**src/rtl/input_conditioner_if.sv**
```systemverilog
// Bundles the per-channel input and conditioned output vectors of the input conditioner.
// The master side drives the raw inputs and clears. The slave side is the conditioner itself.
interface input_conditioner_if #(
   parameter int WIDTH = 21
);
   logic [WIDTH-1:0] async_in;
   logic [WIDTH-1:0] toggle_clr;
   logic [WIDTH-1:0] sync_out;
   logic [WIDTH-1:0] clean_out;
   logic [WIDTH-1:0] rise;
   logic [WIDTH-1:0] fall;
   logic [WIDTH-1:0] toggle_out;

   modport master (
      output async_in, toggle_clr,
      input  sync_out, clean_out, rise, fall, toggle_out
   );

   modport slave (
      input  async_in, toggle_clr,
      output sync_out, clean_out, rise, fall, toggle_out
   );
endinterface

```
**src/rtl/input_conditioner.sv**
```systemverilog
// Multi-channel pushbutton front end. Each channel is processed independently in four stages:
// a synchronizer, a debouncer, rise/fall edge pulses, and a toggle latch.
module input_conditioner #(
   parameter int WIDTH           = 21,
   parameter int STAGES          = 2,
   parameter int DEBOUNCE_CYCLES = 4
) (
   input logic                 clk,
   input logic                 n_rst,
   input_conditioner_if.slave  bus
);
   localparam int              CW       = $clog2(DEBOUNCE_CYCLES + 1);
   localparam logic [CW-1:0]   CNT_LAST = CW'(DEBOUNCE_CYCLES - 1);

   logic [WIDTH-1:0] sync_vec;
   logic [WIDTH-1:0] clean_vec;
   logic [WIDTH-1:0] rise_vec;
   logic [WIDTH-1:0] fall_vec;
   logic [WIDTH-1:0] toggle_vec;

   genvar gi;
   generate
      for (gi = 0; gi < WIDTH; gi++) begin : g_ch
         logic [STAGES-1:0] sync_q;
         logic [CW-1:0]     cnt_q, cnt_d;
         logic              clean_q, clean_d;
         logic              rise_q, fall_q;
         logic              toggle_q, toggle_d;
         logic              sync_s;

         assign sync_s = sync_q[STAGES-1];

         // Plain shift chain: nothing may sit between the metastability flops.
         always_ff @(posedge clk or negedge n_rst) begin
            if (!n_rst) begin
               sync_q <= '0;
            end else begin
               sync_q <= {sync_q[STAGES-2:0], bus.async_in[gi]};
            end
         end

         always_comb begin
            cnt_d    = cnt_q;
            clean_d  = clean_q;
            toggle_d = toggle_q;
            if (sync_s == clean_q) begin
               cnt_d = '0;
            end else if (cnt_q == CNT_LAST) begin
               clean_d = sync_s;
               cnt_d   = '0;
            end else begin
               cnt_d = cnt_q + 1'b1;
            end
            // A clear has priority over a rise arriving on the same edge.
            if (bus.toggle_clr[gi]) begin
               toggle_d = 1'b0;
            end else if (clean_d && !clean_q) begin
               toggle_d = ~toggle_q;
            end
         end

         always_ff @(posedge clk or negedge n_rst) begin
            if (!n_rst) begin
               cnt_q    <= '0;
               clean_q  <= 1'b0;
               rise_q   <= 1'b0;
               fall_q   <= 1'b0;
               toggle_q <= 1'b0;
            end else begin
               cnt_q    <= cnt_d;
               clean_q  <= clean_d;
               rise_q   <= clean_d & ~clean_q;
               fall_q   <= ~clean_d & clean_q;
               toggle_q <= toggle_d;
            end
         end

         assign sync_vec[gi]   = sync_s;
         assign clean_vec[gi]  = clean_q;
         assign rise_vec[gi]   = rise_q;
         assign fall_vec[gi]   = fall_q;
         assign toggle_vec[gi] = toggle_q;
      end
   endgenerate

   assign bus.sync_out   = sync_vec;
   assign bus.clean_out  = clean_vec;
   assign bus.rise       = rise_vec;
   assign bus.fall       = fall_vec;
   assign bus.toggle_out = toggle_vec;
endmodule

```
**src/flat_wrapper.sv**
```systemverilog
// flat-port wrapper written by rule: the top's interface ports become plain ports
module input_conditioner_flat 
#(
   parameter int WIDTH           = 21,
   parameter int STAGES          = 2,
   parameter int DEBOUNCE_CYCLES = 4
)
  (clk, n_rst, bus_async_in, bus_toggle_clr, bus_sync_out, bus_clean_out, bus_rise, bus_fall, bus_toggle_out);
  input_conditioner_if #(.WIDTH(WIDTH)) bus_i ();
  input logic clk;
  input logic n_rst;
  input wire logic [$bits(bus_i.async_in)-1:0] bus_async_in;
  input wire logic [$bits(bus_i.toggle_clr)-1:0] bus_toggle_clr;
  output wire logic [$bits(bus_i.sync_out)-1:0] bus_sync_out;
  output wire logic [$bits(bus_i.clean_out)-1:0] bus_clean_out;
  output wire logic [$bits(bus_i.rise)-1:0] bus_rise;
  output wire logic [$bits(bus_i.fall)-1:0] bus_fall;
  output wire logic [$bits(bus_i.toggle_out)-1:0] bus_toggle_out;
  assign bus_i.async_in = bus_async_in;
  assign bus_i.toggle_clr = bus_toggle_clr;
  assign bus_sync_out = bus_i.sync_out;
  assign bus_clean_out = bus_i.clean_out;
  assign bus_rise = bus_i.rise;
  assign bus_fall = bus_i.fall;
  assign bus_toggle_out = bus_i.toggle_out;
  input_conditioner #(.WIDTH(WIDTH), .STAGES(STAGES), .DEBOUNCE_CYCLES(DEBOUNCE_CYCLES)) u_core (.clk(clk), .n_rst(n_rst), .bus(bus_i));
endmodule
```
**config.mk**
```make
export PLATFORM = sky130hd
export DESIGN_NAME = input_conditioner_flat
export DESIGN_NICKNAME = d
export VERILOG_FILES = /design/src/rtl/input_conditioner_if.sv /design/src/rtl/input_conditioner.sv /design/src/flat_wrapper.sv
export SDC_FILE = /design/constraint.sdc
export NUM_CORES = 1
export LEC_CHECK = 0
export ABC_AREA = 1
export CAP_MARGIN = 20
export CORE_AREA = 2 2 125 127
export CTS_BUF_LIST = sky130_fd_sc_hd__clkbuf_4 sky130_fd_sc_hd__clkbuf_8
export DETAILED_ROUTE_END_ITERATION = 6
export DIE_AREA = 0 0 127 129
export DONT_BUFFER_PORTS = 1
export GPL_ROUTABILITY_DRIVEN = 0
export HOLD_SLACK_MARGIN = 0.08
export PLACE_DENSITY = 0.68
export SYNTH_ARGS = -nofsm -noshare
export SYNTH_HDL_FRONTEND = slang
export SYNTH_SLANG_ARGS = --single-unit
```
**constraint.sdc**
```tcl
create_clock -name clk -period 2.4 [get_ports clk]
set_clock_uncertainty 0.05 [all_clocks]
set_input_delay 0.36 -clock clk [delete_from_list [all_inputs] [get_ports clk]]
set_output_delay 0.36 -clock clk [all_outputs]
set_load 0.01 [all_outputs]
```
==> results summary <==
The number of remaining DRC errors came out at 0. The H-tree level count is 4. Setup repair after global routing left no endpoint under its margin. In this run the core area contains 45 standard-cell rows. The footprint of the multi-input gates came out at 2060 um^2. The area taken by flip-flops and latches came out at 4730 um^2. The max capacitance violation total came out at 0. The power per unit of standard cell area is 996 nW/um^2. The maximum number of buffers from clock root to sink is 2.

STA puts the critical path data required time at 1990 ps. The CTS clock-pin slew for the worst setup and hold paths came out at 90 ps. The number of fill cells came out at 1278.

The per-cell routed wire length came out at between 10 and 15 um. The total I/O pin count came out at 149. In the layout the commonest cells are 189 x dfrtp_1, 168 x nor2_1, 121 x nand2_1, 92 x inv_1. The number of clock sinks came out at 189. The gate count after technology mapping came out at 861.

The worst max-slew margin expressed relative to the limit is 81.6%. The upper clock frequency limit is 726 MHz. The count of nets left with antenna violations once routing finished came out at 0. From bottom edge to top edge, the die measures 129 um. The number of antenna repair diodes is 0. The overall via count from detail_route came out at 4798. The placeable core region came out at 15000 um^2. The final global-route overflow total came out at 0. The number of global-route vias before repair is 4880. The critical path data arrival time is about 970 ps.

The highest net fanout along the worst path came out at 4. The worst slack on hold paths is -469 ps. The sequential element share of the synthesized area came out at 58.6%. The library cell used most frequently in the layout, excluding fill and tap cells, is dfrtp_1. The fraction of layout instances using a drive strength above 1 is 13.5%.

The total number of yosys warnings came out at 0. The first global-routing pass estimated 21.4 mm of wire. The flow ran to the end, but the final reports show violations. The checks that failed: negative hold slack. The number of setup violations in the final report came out at 0.

The worst path uses 57.4% of the clock period. The initial antenna violation count is 0. The global-route usage over all layers is between 15 and 20%. The number of buffers inserted for hold repair after clock tree synthesis came out at 42.

Summed over all nets, the half-perimeter wirelength after detailed placement is 8.84 mm. The TritonCTS clock tree is built. The worst-skew pair later-pin latency came out at 470 ps. The number of nets in the final layout is ~880. The worst setup path is of the register to primary output kind. The class of the tightest hold or removal check is input pin to asynchronous set/reset pin. Summing every instance area after synthesis gives 8070 um^2. The final max-slew violation count is 0. In this run the cell area measured after placement is 7510 um^2. After the first detailed-routing iteration, the DRC count stood at 204. Each instance of the synthesized netlist takes up on average 9.37 um^2.

Once layout is done, the placed cells without fillers occupy around 8300 um^2. The number of CTS-inserted buffers is 17. The signed area change from the synthesized netlist to the final layout came out at 3.41%.

The setup total negative slack is 0 ps. Across all register-to-register paths, the minimum setup slack is 1230 ps. The static power due to leakage is 4.20 nW. The distinct cell type count of the synthesized netlist is 13.

The count of input and output buffers came out at 0. The hold violation total from the final report came out at about 190. The pin count of the biggest net entering global routing came out at 190. The worst IR drop on VDD came out at a little over 500 uV. The starting density of the core is 53.9%. In this run, post-CTS repair resized a total of 0 instances. The total die area came out at 16400 um^2. The die is 127 um wide.

The element type at the critical path start is a register. Post-CTS timing repair inserted 0 buffers for setup. The transition time of the tightest slew-check pin came out at ~280 ps.

The final layout contains routed wiring with a total length of 12.6 mm. Counting flops and latches in the post-synthesis netlist gives approximately 190. The clock period minus worst slack came out at roughly 1400 ps. The number of optimization iterations in the first detailed-route pass came out at 4. The worst setup path is captured at a primary output. The per-cell via count in the routed design came out at 4.72. The cell at the root of the clock tree is clkbuf_8. The net count of the mapped netlist is between 900 and 1000.
per-layer routing:
| layer | wire (um) | vias to the layer above | share of wire, % | GRT usage, % |
|---|---|---|---|---|
| met5 | 0 | - | 0 | 0 |
| met4 | 315 | 0 | 2.5 | 8.21 |
| met3 | 692 | 24 | 5.5 | 5.74 |
| met2 | 6430 | 109 | 51 | 28.8 |
| met1 | 5110 | 2277 | 41 | 18.3 |
| li1 | - | 2388 | - | - |
power breakdown:
| group | leakage [nW] | total, mW | switching, mW | internal (mW) |
|---|---|---|---|---|
| logic | 1.54 | 1.60 | 0.947 | 0.654 |
| clock network | 0.206 | 2.16 | 1.10 | 1.06 |
| registers | 2.45 | 4.55 | 0.691 | 3.85 |
kinds of logic (layout without fill, tap and decap cells):
| family | count (synthesis) | in the layout | synth area share [%] |
|---|---|---|---|
| fa+ha+maj | 21 | 21 | 3.26 |
| buf+inv | 236 | 204 | 15.9 |
| simple gates | 394 | 394 | 20.9 |
| compound gates | 21 | 21 | 1.30 |
| flops | 189 | 189 | 58.6 |
per-stage QoR:
stage / power (mW) / hold WS (ps) / cells / utilization, % / setup WS [ps]
2_1_floorplan: 6.29 / 14.4 / 861 / - / 1350
3_3_place_gp: 6.02 / 18.8 / 944 / 50.2 / 1310
3_5_place_dp: 6.18 / 18.0 / 944 / 50.2 / 1250
4_1_cts: 8.42 / -514 / 1017 / 55.7 / 965
5_1_grt: 8.90 / -512 / 1017 / 55.7 / 947
6_report: 8.31 / -469 / 1017 / 55.7 / 1020
state kept, by name (all words and copies together), names as in the netlist:
name / cells
u_core.g_ch.clean_q: 21
u_core.g_ch.cnt_q: 63
u_core.g_ch.fall_q: 21
u_core.g_ch.rise_q: 21
u_core.g_ch.sync_q: 42
u_core.g_ch.toggle_q: 21
synth_stat cells:
| cell type | number | area, um^2 |
|---|---|---|
| dfrtp_1 | 189 | 4730 |
| nor2_1 | 168 | 631 |
| nand2_1 | 121 | 454 |
| buf_4 | 105 | 788 |
| inv_1 | 92 | 345 |
| nand3_1 | 42 | 210 |
| inv_2 | 39 | 146 |
| ha_1 | 21 | 263 |
| nand2_2 | 21 | 131 |
| nor2_2 | 21 | 131 |
| o21ai_1 | 21 | 105 |
| or2_1 | 19 | 119 |
| or2_0 | 2 | 12.5 |
final cells by class:
type / instances / share of cell area [%]
Timing Repair Buffer: 42 / 5.04
Multi-Input combinational cell: 436 / 24.7
Sequential cell: 189 / 56.7
Inverter: 131 / 5.89
Clock inverter: 13 / 1.92
Clock buffer: 18 / 2.97
Tap cell: 188 / 2.82
path summary, 6_finish.rpt:
check	startpoint	endpoint	cells past startpoint
worst max-delay path	u_core.g_ch[14].sync_q[1]$_DFF_PN0_	bus_sync_out[14]	0
worst min-delay path	n_rst	u_core.g_ch[4].cnt_q[2]$_DFF_PN0_	0
worst max register to register	u_core.g_ch[8].cnt_q[0]$_DFF_PN0_	u_core.g_ch[8].cnt_q[0]$_DFF_PN0_	5
worst min register to register	u_core.g_ch[11].sync_q[0]$_DFF_PN0_	u_core.g_ch[11].sync_q[1]$_DFF_PN0_	0
max in group asynchronous	n_rst	u_core.g_ch[6].toggle_q$_DFFE_PN0P_	0
min in group clk	u_core.g_ch[11].sync_q[0]$_DFF_PN0_	u_core.g_ch[11].sync_q[1]$_DFF_PN0_	0
No activity file was read; power rests on OpenSTA's default activity.
